## config.mk

```make
export PLATFORM = sky130hd
export DESIGN_NAME = alu_share_ctrl
export DESIGN_NICKNAME = d
export VERILOG_FILES = /design/src/rtl/alu_pkg.sv /design/src/rtl/alu_core.sv /design/src/rtl/alu_share_ctrl.sv
export SDC_FILE = /design/constraint.sdc
export NUM_CORES = 1
export LEC_CHECK = 0
export CORE_MARGIN = 3
export CORE_UTILIZATION = 45
export CTS_BUF_LIST = sky130_fd_sc_hd__clkbuf_4 sky130_fd_sc_hd__clkbuf_8
export DETAILED_ROUTE_END_ITERATION = 10
export GPL_TIMING_DRIVEN = 1
export PLACE_DENSITY = 0.73
export SLEW_MARGIN = 10
export SYNTH_ARGS = -nofsm -noshare
export SYNTH_HDL_FRONTEND = slang
export SYNTH_SLANG_ARGS = --single-unit
```

## constraint.sdc

```tcl
create_clock -name clk -period 4.1 [get_ports clk]
set_clock_uncertainty 0.2 [all_clocks]
set_input_delay 1.025 -clock clk [delete_from_list [all_inputs] [get_ports clk]]
set_output_delay 1.025 -clock clk [all_outputs]
set_load 0.01 [all_outputs]
```

## src/rtl/alu_pkg.sv

```systemverilog
// Shared constants for the shared-ALU sequencer: control codes, FSM encoding,
// default widths and a small port-index helper.
package alu_pkg;

  localparam int unsigned DEFAULT_WIDTH = 32;
  localparam int unsigned DEFAULT_CTLW  = 4;

  localparam logic [3:0] CTL_AND = 4'b0000;
  localparam logic [3:0] CTL_OR  = 4'b0001;
  localparam logic [3:0] CTL_ADD = 4'b0010;
  localparam logic [3:0] CTL_SUB = 4'b0110;
  localparam logic [3:0] CTL_SLT = 4'b0111;

  typedef enum logic [1:0] {
    IDLE = 2'd0,
    EXEC = 2'd1,
    RESP = 2'd2
  } state_e;

  function automatic logic [1:0] port_onehot(input logic idx);
    return idx ? 2'b10 : 2'b01;
  endfunction

endpackage

```

## src/rtl/alu_core.sv

```systemverilog
// Purely combinational ALU: AND/OR/ADD/SUB/unsigned SLT; any other code
// yields result 0 with err set.
module alu_core
  import alu_pkg::*;
#(
  parameter int unsigned WIDTH = DEFAULT_WIDTH,
  parameter int unsigned CTLW  = DEFAULT_CTLW
) (
  input  logic [WIDTH-1:0] a,
  input  logic [WIDTH-1:0] b,
  input  logic [CTLW-1:0]  ctl,
  output logic [WIDTH-1:0] result,
  output logic             zero,
  output logic             err
);

  always_comb begin
    result = '0;
    err    = 1'b0;
    case (ctl)
      CTLW'(CTL_AND): result = a & b;
      CTLW'(CTL_OR):  result = a | b;
      CTLW'(CTL_ADD): result = a + b;
      CTLW'(CTL_SUB): result = a - b;
      CTLW'(CTL_SLT): result = WIDTH'(a < b);
      default: begin
        result = '0;
        err    = 1'b1;
      end
    endcase
    zero = (result == '0);
  end

endmodule

```

## src/rtl/alu_share_ctrl.sv

```systemverilog
// Two-port round-robin arbiter and sequencer around a single shared ALU:
// accept -> execute -> respond, one operation in flight.
module alu_share_ctrl
  import alu_pkg::*;
#(
  parameter int unsigned WIDTH = DEFAULT_WIDTH,
  parameter int unsigned CTLW  = DEFAULT_CTLW
) (
  input  logic             clk,
  input  logic             rst,
  input  logic [1:0]       req_valid,
  output logic [1:0]       req_ready,
  input  logic [WIDTH-1:0] req_a0,
  input  logic [WIDTH-1:0] req_a1,
  input  logic [WIDTH-1:0] req_b0,
  input  logic [WIDTH-1:0] req_b1,
  input  logic [CTLW-1:0]  req_ctl0,
  input  logic [CTLW-1:0]  req_ctl1,
  output logic [1:0]       rsp_valid,
  input  logic [1:0]       rsp_ready,
  output logic [WIDTH-1:0] rsp_result,
  output logic             rsp_zero,
  output logic             rsp_err
);

  state_e           state_q, state_d;
  logic             prio_q, prio_d;
  logic             gnt_q, gnt_d;
  logic [WIDTH-1:0] a_q, a_d;
  logic [WIDTH-1:0] b_q, b_d;
  logic [CTLW-1:0]  ctl_q, ctl_d;
  logic [WIDTH-1:0] result_q, result_d;
  logic             zero_q, zero_d;
  logic             err_q, err_d;
  logic [1:0]       rsp_valid_q, rsp_valid_d;

  logic             gnt_sel;
  logic [WIDTH-1:0] alu_result;
  logic             alu_zero;
  logic             alu_err;

  alu_core #(
    .WIDTH (WIDTH),
    .CTLW  (CTLW)
  ) u_alu (
    .a      (a_q),
    .b      (b_q),
    .ctl    (ctl_q),
    .result (alu_result),
    .zero   (alu_zero),
    .err    (alu_err)
  );

  // With a single requester valid, req_valid[1] directly names it.
  always_comb begin
    gnt_sel = (req_valid == 2'b11) ? prio_q : req_valid[1];
  end

  always_comb begin
    state_d     = state_q;
    prio_d      = prio_q;
    gnt_d       = gnt_q;
    a_d         = a_q;
    b_d         = b_q;
    ctl_d       = ctl_q;
    result_d    = result_q;
    zero_d      = zero_q;
    err_d       = err_q;
    rsp_valid_d = rsp_valid_q;
    req_ready   = '0;
    case (state_q)
      IDLE: begin
        if (|req_valid) begin
          req_ready = port_onehot(gnt_sel);
          gnt_d     = gnt_sel;
          prio_d    = ~gnt_sel;
          a_d       = gnt_sel ? req_a1 : req_a0;
          b_d       = gnt_sel ? req_b1 : req_b0;
          ctl_d     = gnt_sel ? req_ctl1 : req_ctl0;
          state_d   = EXEC;
        end
      end
      EXEC: begin
        result_d    = alu_result;
        zero_d      = alu_zero;
        err_d       = alu_err;
        rsp_valid_d = port_onehot(gnt_q);
        state_d     = RESP;
      end
      RESP: begin
        // Result registers are left untouched so they stay stable until the next op.
        if (rsp_ready[gnt_q]) begin
          rsp_valid_d = '0;
          state_d     = IDLE;
        end
      end
      default: begin
        rsp_valid_d = '0;
        state_d     = IDLE;
      end
    endcase
  end

  always_ff @(posedge clk or posedge rst) begin
    if (rst) begin
      state_q     <= IDLE;
      prio_q      <= 1'b0;
      gnt_q       <= 1'b0;
      a_q         <= '0;
      b_q         <= '0;
      ctl_q       <= '0;
      result_q    <= '0;
      zero_q      <= 1'b0;
      err_q       <= 1'b0;
      rsp_valid_q <= '0;
    end else begin
      state_q     <= state_d;
      prio_q      <= prio_d;
      gnt_q       <= gnt_d;
      a_q         <= a_d;
      b_q         <= b_d;
      ctl_q       <= ctl_d;
      result_q    <= result_d;
      zero_q      <= zero_d;
      err_q       <= err_d;
      rsp_valid_q <= rsp_valid_d;
    end
  end

  assign rsp_valid  = rsp_valid_q;
  assign rsp_result = result_q;
  assign rsp_zero   = zero_q;
  assign rsp_err    = err_q;

endmodule

```

==> qor.csv, run 1 <==
metric,value,unit
antenna_cells,0,
drt-total-wl,33300,µm
initial_utilization,46.0,%
reg2reg_slack,0.16,ns
syn_inst,1211,
ctsLongestPathBuffers,2,
die_y,153,µm
dp_hpwl,25700,µm
seq_area_frac_synth,27.8,%
worst_r2r_endpoint,rsp_zero,
avgRoutedWirePerCell,20.0,µm
root_buffer,clkbuf_8,
port_buffers,179,
path_max_fanout,4,
fin_nets,1625,
core,21100,µm²
required,4.20,ns
cts_tree,built,
io_pins,180,
tightest_slew,0.755,ns
maxCapViolations,0,
yosysWarnings,0,
reg2reg_depth,15,
drt_iter0_markers,1005,
reg2reg_from,a_q[0],
drtPass1Iterations,6,
synth_nets,1455,
cts_hold_buf,0,
worstSetupPathType,register to register,
avgSynthCellArea,8.02,µm²
p_total,0.0117,W
timing.final.crit_share,96.1,%
path_cells,inv_1 -> ha_1 -> fa_2 -> nor3_4 -> o311ai_2 -> a31oi_1 -> nor3_2 -> nor3_1 -> a21o_1 -> a2111oi_0 -> buf_4 -> nor4bb_1 -> and4b_1 -> nand4_1 -> o21ai_1,
area_growth,26.5,%
cts_buffers,9,
netlist_area,9710,µm²
dieArea,23400,µm²
worst_setup_path_end_kind,register,
grt_pass1_wl,52200,µm
grt_max_degree,54,
cp.arrival,4.04,ns
min_period,3.94,ns
fin_cells,1661,
critPathMaxStageDelay,0.65,ns
timing.fmax,254,MHz
ant_nets,0,
ys_types,88,
synth_seq_cells,108,
die_x,153,µm
cpMaxStageDelayCell,a2111oi_0,
clk_latency,0.40,ns
outcome,"complete, no violations",
power.density,951,nW/µm²
hp-class,register to register,
routabilityCongestion,1.01,
finalSetupViolations,0,
leakage,5.39,nW
slew_violations,0,
vias_per_cell,5.93,
hold_viol_final,0,
startpoint_type,register,
cts_max_level,3,
cts_sinks,108,
whs_path_depth,2,
drc_errors,0,
slew_headroom,49.2,%
cts.clk_slew.worst_paths,0.12,ns
synth_edf_count,0,
drive_above_1_share,8.59,%
antenna_found_initial,0,
grt_usage,27.4,%
timing.setup.tns,0,ns
critPathCapture,rsp_zero,
synthArstFlopShare,100,%
ir_worst_vdd,299,µV
gr-total-overflow,0,
rows,53,
grt_pass1_vias,9320,
dp.cells,1641,
dr_total_vias,9850,
crit_start,a_q[0],
holdWs,0.286,ns
synth_ff_type,dfrtp_1,
cell usage in the layout, fill, tap and decap left out, types with 4 or more instances in the layout:
master             n
clkdlybuf4s50_1  179
o21ai_0          125
inv_1            108
dfrtp_1          107
nand2_1          103
ha_1              97
nor2_1            78
a21oi_1           74
buf_4             60
a22oi_1           58
mux2i_1           36
nor3_1            25
o211ai_1          20
nand3_1           18
nor2b_1           16
o31ai_1           16
a211oi_1          15
a21o_1            14
a31oi_1           13
xnor2_1           13
a22o_1            11
or3_1             10
clkbuf_8           9
nand2b_1           8
nor4_1             8
and3_1             8
o21a_1             7
xor2_1             7
o21bai_1           6
nand4_1            5
o21ai_1            5
or4_1              5
o22ai_1            5
and2_1             5
a211o_1            4
o221ai_1           4
sequential cells by signal (all words and copies together) (netlist names):
signal	flops
a_q	32
b_q	32
rsp_result	32
ctl_q	4
rsp_valid	2
state_q	2
gnt_q	1
prio_q	1
rsp_err	1
rsp_zero	1
worst max-delay path, delay by kind of cell, from the launching register on:
family / cells / cell delay (ns)
buffers and inverters: 2 / 0.34
AOI/OAI and AO/OA: 5 / 1.50
adders and majority gates: 2 / 0.50
and+or+nand+nor: 6 / 0.87
DFF: 1 / 0.43
what timing repair did:
item	CTS	global route
setup buffers	0	4
gates resized for setup	2	13
pin swaps	0	7
setup endpoints to repair	1	1
cloned	0	0
endpoints found under the hold margin	0	0
where the power goes:
part | internal, W | switching, W
clock network | 0.000240 | 0.000429
logic | 0.00351 | 0.00552
registers | 0.00153 | 0.000444
total | 0.00528 | 0.00640
how the worst min path moves through the flow:
stage,startpoint,endpoint,slack (ns)
finish,rsp_result[3],rsp_result[3],0.29
detailed placement,rsp_result[24],rsp_result[24],0.27
CTS,rsp_result[24],rsp_result[24],0.29
global placement,rsp_result[0],rsp_result[0],0.26
global route,rsp_result[18],rsp_result[18],0.32
floorplan,prio_q,prio_q,0.26
per-layer routing:
metal | part of all wire [%] | track usage (%) | vias to the layer above
met5 | 0 | 0 | -
met4 | 0.76 | 4.41 | 0
met3 | 7.0 | 3.40 | 21
met2 | 46 | 43.3 | 416
met1 | 47 | 41.2 | 4726
li1 | - | - | 4687
cells by family after synthesis:
kind of cell | count (synthesis) | synth area share, %
XOR/XNOR | 20 | 1.80
AND/OR/NAND/NOR | 314 | 15.7
buffers and inverters | 193 | 7.67
adder cells (fa/ha/maj) | 102 | 13.3
flip-flops | 108 | 27.8
AO/OA/AOI/OAI | 435 | 29.7
multiplexers | 39 | 4.06
synthesized netlist by cell type (all sizes together), types with 14 or more instances:
library cell	instances	area share, %
mux2i	36	3.7
a211oi	16	1.3
buf	15	0.79
o31ai	16	1.2
ha	100	13
a22oi	59	4.6
inv	112	4.3
nor2	80	3.1
nand3	18	0.93
dfrtp	108	28
a21o	14	1.1
o21ai	133	6.9
nand2	103	4.0
a21oi	74	3.8
nor2b	17	1.2
nor3	28	1.4
o211ai	22	1.8
clkbuf	66	2.6
metrics by stage:
step / instance area (µm²) / util, % / setup slack, ns
floorplan: 9710 / - / 0.0294
global placement: 12000 / 56.9 / 0.0370
detailed placement: 12000 / 56.9 / -0.0181
CTS: 12200 / 57.8 / 0.0472
global route: 12300 / 58.2 / -0.0169
finish: 12300 / 58.2 / 0.161
layout make-up:
| class | count | area, µm² |
|---|---|---|
| fill | 1973 | 8810 |
| inverter | 112 | 423 |
| tap | 275 | 344 |
| clock buffer | 10 | 131 |
| clock inverter | 6 | 56.3 |
| timing repair buffer | 240 | 2260 |
| sequential | 108 | 2700 |
| multi-input combinational | 910 | 6360 |
No activity file was read; power rests on OpenSTA's default activity.
==> inputs of run 2 (changes only) <==
CORE_UTILIZATION = 25   (was 45)
GPL_ROUTABILITY_DRIVEN = 0   (was default)
PLACE_DENSITY = default   (was 0.73)
==> run 2 against run 1 <==
Worst hold slack better by 0.0083 ns. Global-route usage down 11 points. Core utilization decreased by 25 points. Critical path type unchanged. Via count fell by 0.55%. First-iteration DRC count grew 5.7%.
==> qor.csv, run 2 (same netlist as run 1, synthesis figures left out) <==
metric,value,unit
outcome,"complete, no violations",
die_y,203,µm
timing.setup.tns,0,ns
cts_sinks,108,
worstSetupPathType,register to register,
hold_viol_final,0,
critPathMaxStageDelay,0.50,ns
ant_nets,0,
cts_max_level,3,
startpoint_type,register,
power.density,924,nW/µm²
ctsLongestPathBuffers,2,
dp.cells,1860,
pre_cts_ws,0.0259,ns
min_period,3.91,ns
drtPass1Iterations,6,
fill_cells,4019,
antenna_found_initial,0,
rows,71,
path_max_fanout,4,
cts.clk_slew.worst_paths,0.12,ns
area_growth,28.4,%
fin_cells,1877,
mostFrequentLayoutCells,"clkdlybuf4s50_1 (179), o21ai_0 (124), dfrtp_1 (107), inv_1 (106), nand2_1 (103)",
path_cells,inv_2 -> ha_1 -> or2_4 -> a221oi_4 -> o21bai_1 -> a31oi_1 -> xor2_1 -> nor2_1 -> or4b_1 -> or4_1 -> and4b_1 -> nand4_1 -> o21ai_1,
dieArea,41200,µm²
clk_latency,0.40,ns
finalSetupViolations,0,
required,4.23,ns
grt_pass1_vias,9500,
timing.final.crit_share,95.3,%
use_met2,25.8,%
drive_above_1_share,7.39,%
timing.fmax,256,MHz
maxCapViolations,0,
cts_hold_buf,0,
dp_hpwl,26900,µm
cts_tree,built,
worst_setup_path_end_kind,register,
tightest_slew,0.804,ns
hp-class,register to register,
grt_pass1_wl,54600,µm
worst_slack,0.193,ns
drt-total-wl,34800,µm
slew_headroom,45.0,%
cpMaxStageDelayCell,or4_1,
gr-total-overflow,0,
grt_usage,16.5,%
cp.arrival,4.03,ns
vias_per_cell,5.22,
core,37900,µm²
ir_worst_vdd,327,µV
io_pins,180,
dr_total_vias,9796,
initial_utilization,25.6,%
rsz0062_at_grt,false,
final_common_cell,clkdlybuf4s50_1,
cts_buffers,9,
die_x,203,µm
avgRoutedWirePerCell,18.6,µm
p_total,0.0115,W
fin_nets,1605,
root_buffer,clkbuf_8,
grt_max_degree,54,
slew_violations,0,
top_usage_layer,met2,
antenna_cells,0,
grtUsageMet1,23.7,%
grtUsageMet3,2.66,%
drc_errors,0,
drt_iter0_markers,1062,
leakage,5.32,nW
port_buffers,179,
[run 2: cell count changes in the layout (fill, tap and decap cells not counted), moves of 2 or more]
cell and change:
clkinv_4 -3, inv_2 +2, inv_6 +3, bufinv_16 +2, buf_4 -20, nor3_2 +2, inv_1 -2
[run 2: cell type report]
| cell class | count | area (µm²) | area share, % |
|---|---|---|---|
| inverter | 112 | 423 | 3.39 |
| clock buffer | 9 | 124 | 0.993 |
| timing repair buffer | 220 | 2110 | 16.9 |
| sequential | 108 | 2700 | 21.7 |
| clock inverter | 7 | 105 | 0.843 |
| multi-input combinational | 910 | 6360 | 51.0 |
| tap | 511 | 639 | 5.13 |
[run 2: per-stage QoR]
stage	utilization (%)	hold WS (ns)	instance area, µm²
2_1_floorplan	-	0.261	9710
3_3_place_gp	32.1	0.265	12200
3_5_place_dp	32.1	0.274	12200
4_1_cts	32.7	0.301	12400
5_1_grt	32.9	0.334	12500
6_report	32.9	0.295	12500
[run 2: worst paths after layout]
path / from / to / slack, ns / cells past startpoint
worst max-delay path: a_q[1] / rsp_zero / 0.19 / 13
worst min-delay path: rsp_result[19] / rsp_result[19] / 0.29 / 2
worst max register to register: a_q[1] / rsp_zero / 0.19 / 13
worst min register to register: rsp_result[19] / rsp_result[19] / 0.29 / 2
max in group asynchronous: rst / b_q[18] / 2.18 / 3
min in group asynchronous: rst / rsp_result[5] / 0.81 / 2
[run 2: critical path: cells and delay by family (launching register included)]
family                   cells  cell delay [ns]
AND/OR/NAND/NOR              6             1.70
AO/OA/AOI/OAI                4             0.83
buffers and inverters        1             0.09
XOR/XNOR                     1             0.21
flip-flops                   1             0.43
adder cells (fa/ha/maj)      1             0.36
[run 2: repair_timing]
action	in CTS	in global routing
resized for setup	1	16
buffers inserted	0	1
pin swaps	0	3
setup endpoints to repair	1	1
hold endpoints to repair	0	0
[run 2: routing by layer]
layer,up-vias,wire length (µm)
li1,4642,-
met1,4646,16200
met2,448,15300
met3,60,2600
met4,0,685
met5,-,0
[run 2: where the power goes]
group | internal [W] | switching (W) | total, W
Clock | 0.000356 | 0.000436 | 0.000791
Sequential | 0.00153 | 0.000436 | 0.00197
Combinational | 0.00331 | 0.00545 | 0.00876
